`config.mk`:
```
export PLATFORM = sky130hd
export DESIGN_NAME = sound_out_stage
export DESIGN_NICKNAME = d
export VERILOG_FILES = /design/src/rtl/sound_out_stage.sv
export SDC_FILE = /design/constraint.sdc
export NUM_CORES = 1
export LEC_CHECK = 0
export CELL_PAD_IN_SITES_DETAIL_PLACEMENT = 1
export CELL_PAD_IN_SITES_GLOBAL_PLACEMENT = 1
export CORE_MARGIN = 5
export CORE_UTILIZATION = 35
export DETAILED_ROUTE_END_ITERATION = 12
export PLACE_DENSITY_LB_ADDON = 0.1
export SYNTH_ARGS = -nofsm -noshare
export SYNTH_HDL_FRONTEND = slang
export SYNTH_SLANG_ARGS = --single-unit
```
`constraint.sdc`:
```
create_clock -name clk -period 4.7 [get_ports clk]
set_input_delay 1.175 -clock clk [delete_from_list [all_inputs] [get_ports clk]]
set_output_delay 1.175 -clock clk [all_outputs]
set_load 0.05 [all_outputs]
```
`src/rtl/sound_out_stage.sv`:
```
`default_nettype none
// ============================================================================
// Module   : sound_out_stage
// Brief    : Decimating sample-and-hold of the mixed stereo stream, master
//            gain/mute with saturation, small show-ahead FIFO toward the codec.
// Revision : 1.0
// ============================================================================
module sound_out_stage #(
    parameter int FIFO_AW        = 2,
    parameter int DEFAULT_PERIOD = 1042,
    parameter int DEFAULT_GAIN   = 128
) (
    input  logic        clk,
    input  logic        rst_n,
    input  logic [15:0] sample_l,
    input  logic [15:0] sample_r,
    input  logic [8:0]  mgmt_address,
    input  logic        mgmt_write,
    input  logic [31:0] mgmt_writedata,
    output logic        out_valid,
    input  logic        out_ready,
    output logic [15:0] out_l,
    output logic [15:0] out_r,
    output logic        overflow
);

    localparam int         c_depth       = 1 << FIFO_AW;
    localparam logic [8:0] c_addr_period = 9'd258;
    localparam logic [8:0] c_addr_gain   = 9'd259;
    localparam logic [8:0] c_addr_clear  = 9'd260;

    logic [10:0]        r_period;
    logic [10:0]        r_cnt;
    logic [7:0]         r_gain_l;
    logic [7:0]         r_gain_r;
    logic               r_mute;
    logic               r_overflow;
    logic               r_v1;
    logic               r_v2;
    logic signed [15:0] r_s1_l;
    logic signed [15:0] r_s1_r;
    logic signed [24:0] r_p_l;
    logic signed [24:0] r_p_r;
    logic [31:0]        r_mem [c_depth];
    logic [FIFO_AW-1:0] r_wptr;
    logic [FIFO_AW-1:0] r_rptr;
    logic [FIFO_AW:0]   r_count;
    logic [31:0]        r_hold;

    logic        w_tick;
    logic        w_wr_period;
    logic        w_wr_gain;
    logic        w_wr_clear;
    logic [10:0] w_new_period;
    logic [15:0] w_q_l;
    logic [15:0] w_q_r;
    logic        w_empty;
    logic        w_full;
    logic        w_pop;
    logic        w_push;
    logic        w_drop;
    logic [31:0] w_head;
    logic        w_unused_bits;

    // Floor-shift by 7 (gain 128 = unity) then clamp to the 16-bit signed range.
    function automatic logic [15:0] saturate(input logic signed [24:0] p);
        logic signed [24:0] s;
        s = p >>> 7;
        if (s > 25'sd32767)
            return 16'h7FFF;
        else if (s < -25'sd32768)
            return 16'h8000;
        else
            return s[15:0];
    endfunction

    assign w_tick        = (r_cnt == (r_period - 11'd1));
    assign w_wr_period   = mgmt_write && (mgmt_address == c_addr_period);
    assign w_wr_gain     = mgmt_write && (mgmt_address == c_addr_gain);
    assign w_wr_clear    = mgmt_write && (mgmt_address == c_addr_clear);
    assign w_new_period  = (mgmt_writedata[10:0] < 11'd2) ? 11'd2 : mgmt_writedata[10:0];
    assign w_unused_bits = &{1'b0, mgmt_writedata[31:17]};

    assign w_q_l = r_mute ? 16'h0000 : saturate(r_p_l);
    assign w_q_r = r_mute ? 16'h0000 : saturate(r_p_r);

    // Count never exceeds the depth, so its MSB alone marks full.
    assign w_empty = (r_count == '0);
    assign w_full  = r_count[FIFO_AW];
    assign w_pop   = !w_empty && out_ready;
    assign w_push  = r_v2 && (!w_full || w_pop);
    assign w_drop  = r_v2 && w_full && !w_pop;
    assign w_head  = r_mem[r_rptr];

    assign out_valid = !w_empty;
    assign out_l     = w_empty ? r_hold[31:16] : w_head[31:16];
    assign out_r     = w_empty ? r_hold[15:0]  : w_head[15:0];
    assign overflow  = r_overflow;

    always_ff @(posedge clk or negedge rst_n) begin
        if (!rst_n) begin
            r_period   <= 11'(DEFAULT_PERIOD);
            r_cnt      <= '0;
            r_gain_l   <= 8'(DEFAULT_GAIN);
            r_gain_r   <= 8'(DEFAULT_GAIN);
            r_mute     <= 1'b0;
            r_overflow <= 1'b0;
            r_v1       <= 1'b0;
            r_v2       <= 1'b0;
            r_s1_l     <= '0;
            r_s1_r     <= '0;
            r_p_l      <= '0;
            r_p_r      <= '0;
        end else begin
            if (w_wr_period) begin
                r_period <= w_new_period;
                r_cnt    <= '0;
            end else if (w_tick) begin
                r_cnt <= '0;
            end else begin
                r_cnt <= r_cnt + 11'd1;
            end

            if (w_wr_gain) begin
                r_gain_l <= mgmt_writedata[7:0];
                r_gain_r <= mgmt_writedata[15:8];
                r_mute   <= mgmt_writedata[16];
            end

            if (w_drop)
                r_overflow <= 1'b1;
            else if (w_wr_clear)
                r_overflow <= 1'b0;

            r_v1 <= w_tick;
            if (w_tick) begin
                r_s1_l <= sample_l;
                r_s1_r <= sample_r;
            end
            r_v2  <= r_v1;
            r_p_l <= 25'(r_s1_l) * 25'($signed({1'b0, r_gain_l}));
            r_p_r <= 25'(r_s1_r) * 25'($signed({1'b0, r_gain_r}));
        end
    end

    always_ff @(posedge clk or negedge rst_n) begin
        if (!rst_n) begin
            r_wptr  <= '0;
            r_rptr  <= '0;
            r_count <= '0;
            r_hold  <= '0;
        end else begin
            if (w_push)
                r_wptr <= r_wptr + 1'b1;
            if (w_pop) begin
                r_rptr <= r_rptr + 1'b1;
                r_hold <= w_head;
            end
            if (w_push && !w_pop)
                r_count <= r_count + 1'b1;
            else if (w_pop && !w_push)
                r_count <= r_count - 1'b1;
        end
    end

    // Storage needs no reset: entries are only observed once written.
    always_ff @(posedge clk) begin
        if (w_push)
            r_mem[r_wptr] <= {w_q_l, w_q_r};
    end

endmodule
`default_nettype wire

```
==> impl_metrics.tcl <==
set metrics [dict create \
    slew_viol_final 0 \
    hpwl_um 35300 \
    clkLatencyLatePin_ps 540 \
    power.share.clock_pct 30.0 \
    synthTopCellsByArea "fa_1 20%, edfxtp_1 19%, dfrtp_1 18%" \
    synth_mux_area_share_pct 11.2 \
    pin_count 111 \
    syn2layout_area_growth_pct 21.4 \
    crit_slowest_cell "fa_1" \
    synthTopCellsByCount "293 x inv_1, 203 x fa_1, 144 x dfrtp_1" \
    grt_max_degree 81 \
    grt_pass1_vias 14100 \
    io_buffers 95 \
    syn_avg_cell_area_um2 11.9 \
    grtUsageTotal_pct 14.7 \
    synth_simple_gate_area_share_pct 9.82 \
    fin_crit_ps 4520 \
    die-area_um2 61900 \
    peakVddDrop_mv 0.262 \
    critPathRequiredTime_ps 5150 \
    drc 0 \
    finalHoldViolations 0 \
    numCtsBuffers 34 \
    antennaDiodeCount 0 \
    crit_path_frequent_cell "fa_1" \
    vias 12400 \
    synth.most_common_cell "inv_1" \
    worstPathCellList "buf_12, and2_4, fa_1, fa_2, fa_1, inv_1, fa_1, inv_2, ha_4, nand4_1, a211oi_2, a21oi_2, a31oi_1, buf_4, a21oi_2, o21bai_1, xor2_1" \
    synth_flop_cell "dfrtp_1" \
    root_buffer "clkbuf_16" \
    seqPwrFrac_pct 37.6 \
    swShare_pct 33.2 \
    layout.nets 2262 \
    power.internal_mw 5.69 \
    dr.first_iter.drc_count 388 \
    p_comb_share_pct 32.4 \
    critPathLaunchType "flop" \
    yosysWarnings 0 \
    gp_congestion 0.779 \
    die_y_um 249 \
    ant_nets 0 \
    max_stage_delay_ps 580 \
    dr.pass1.iters 4 \
    placed_cells 2577 \
    synth_xor_area_share_pct 3.03 \
    grt_antenna_before_repair 1 \
    rows 87 \
    hold_class "flop to flop" \
    synth-compound-area-share_pct 4.56 \
    ys_ff_latch 277 \
    critPathArrivalTime_ps 4970 \
    post-synth-top-area-cell "fa_1" \
    fin_worst_skew_ps 14.2 \
    synth_fa_ha_area_share_pct 26.6 \
    grt_overflow 0 \
    fin_cells 2664 \
    yosysUniqueCellTypes 62 \
    cts_tree "done" \
    cts_htree_levels 2 \
    worstMarginPinSlew_ps 1040 \
    critPathMaxFanout 7 \
    async_flop_share_pct 53.8 \
    setup.worst_path.class "flop to flop" \
    post-route-period-util_pct 96.2 \
    via_per_inst 4.64 \
    start_util_pct 35.4 \
    yosysTopAreaCellShare_pct 20.4 \
    synthesis.area_um2 20000 \
    multiInputGateArea_um2 11400 \
    max_freq_mhz 221 \
    synth-edff-count 128 \
    cp-end-kind "flop" \
    rsz0062_at_grt "true" \
    routedWlPerCell_um 17.2 \
    setup_viol 0 \
    syn_nets 2054 \
    outcome "completed" \
    p_per_area_nw_per_um2 351 \
    core-area_um2 56400 \
    clk_path_buf_depth 3 \
    maxCapViolCount 0 \
    timing.hold.ws_ps 345 \
    seqCellArea_um2 7610 \
    synthCells 1675 \
    synth_seq_area_share_pct 38.0 \
    die_x_um 249 \
    grt_pass1_wl_um 75400 \
    slew-limit-headroom_pct 30.9 \
    drive_gt1_share_pct 22.7 \
    p_switching_mw 2.83 \
    clock_sink_count 277 \
    p_leak_nw 11.3 \
    wl_um 45800 \
    fillers 6055 \
    synth_top_family_by_area "adder cells" \
    cts.reportedPaths.clkPinSlew_ps 50 \
]
[routing by layer]
layer	track usage [%]	vias to the layer above	share of wire, %
met1	21.3	6332	49
li1	-	5848	-
met4	2.59	0	1.4
met5	0	-	0
met3	2.55	44	3.1
met2	23.7	130	46
[power groups by stage]
stage          sequential [mW]  combinational [mW]  clock (mW)
2_1_floorplan             3.07                1.99           0
3_3_place_gp              3.23                2.74           0
3_5_place_dp              3.25                2.78           0
4_1_cts                   3.20                2.79        2.67
5_1_grt                   3.25                2.97        2.77
6_report                  3.20                2.76        2.56
[cells in the final DEF (no fill, tap or decap), types with 4 or more instances in the layout]
cell             count
inv_1              287
fa_1               196
nand2_1            137
and2_1             133
edfxtp_1           128
dfrtp_1            122
buf_4              112
clkdlybuf4s50_1     94
mux2_2              92
ha_1                86
xnor2_1             45
nor2_1              36
clkbuf_16           36
o21a_1              35
mux4_2              32
mux2_4              30
a21oi_1             26
xor2_1              24
dfrtp_2             22
nor3_1              16
o21ai_0             14
buf_6               14
nand3_1             12
a21o_1              11
ha_4                11
clkbuf_1             8
fa_2                 7
buf_12               7
inv_2                6
nor2b_1              6
nand2_2              5
o21ai_1              5
a21oi_2              5
clkinv_2             5
dfstp_2              5
a31oi_1              4
o2111ai_1            4
and3_1               4
clkbuf_8             4
[registers in the layout (all words and copies together) (netlist names)]
signal / flops
r_wptr: 2
r_cnt: 11
r_rptr: 2
r_period: 11
r_hold: 32
r_v1: 1
r_count: 3
overflow: 1
r_s1_l: 16
r_mute: 1
r_p_l: 18
r_p_r: 18
r_s1_r: 16
r_gain_l: 8
r_mem: 128
r_v2: 1
r_gain_r: 8
[cell families (layout without fill, tap and decap cells)]
group	Yosys count	after routing
xor gates and xnor gates	69	69
DFF	277	277
adders and majority gates	302	302
buffers and inverters	351	584
and+or+nand+nor	383	383
AOI/OAI and AO/OA	137	137
muxes	156	156
[path summary, 6_finish.rpt]
| kind | from | end | slack (ps) | cells past startpoint |
|---|---|---|---|---|
| min in group asynchronous | rst_n | r_rptr[0] | 710 | 1 |
| max in group asynchronous | rst_n | r_hold[9] | 3150 | 2 |
| worst max-delay path | r_gain_r[3] | r_p_r[22] | 180 | 17 |
| worst min register to register | r_v1 | r_v2 | 340 | 0 |
| worst min-delay path | r_v1 | r_v2 | 340 | 0 |
| worst max register to register | r_gain_r[3] | r_p_r[22] | 180 | 17 |
[metrics by stage]
step / setup TNS (ps) / worst slack [ps] / util (%) / total power, mW / area (um2)
finish: 0 / 180 / 43.0 / 8.52 / 24200
global route: -237 / -64.9 / 43.0 / 8.99 / 24200
detailed placement: -766 / -132 / 39.9 / 6.03 / 22500
CTS: 0 / 3.38 / 41.9 / 8.66 / 23600
global placement: -148 / -56.8 / 39.9 / 5.97 / 22500
floorplan: 0 / 10.5 / - / 5.06 / 20000
[worst max-delay path, delay by kind of cell, from the launching register on]
kind | cells | cell delay (ps)
adders and majority gates | 5 | 2320
AOI/OAI and AO/OA | 5 | 790
DFF | 1 | 460
buffers and inverters | 4 | 430
and+or+nand+nor | 2 | 260
xor gates and xnor gates | 1 | 170
[area by class of cell]
class                           count  area share, %
Tap cell                          756           3.90
Inverter                          293           4.54
Sequential cell                   277           31.4
Timing Repair Buffer              230           8.74
Multi-Input combinational cell   1047           46.9
Clock buffer                       47           3.97
Clock inverter                     14          0.604
[repair_timing]
item | 4_1_cts | 5_1_grt
gates cloned | 0 | 2
pin swaps | 3 | 75
hold buffers | 0 | 0
setup endpoints to repair | 10 | 20
gates resized for setup | 15 | 92
setup buffers | 3 | 21
Power figures use the tool's default switching activity.
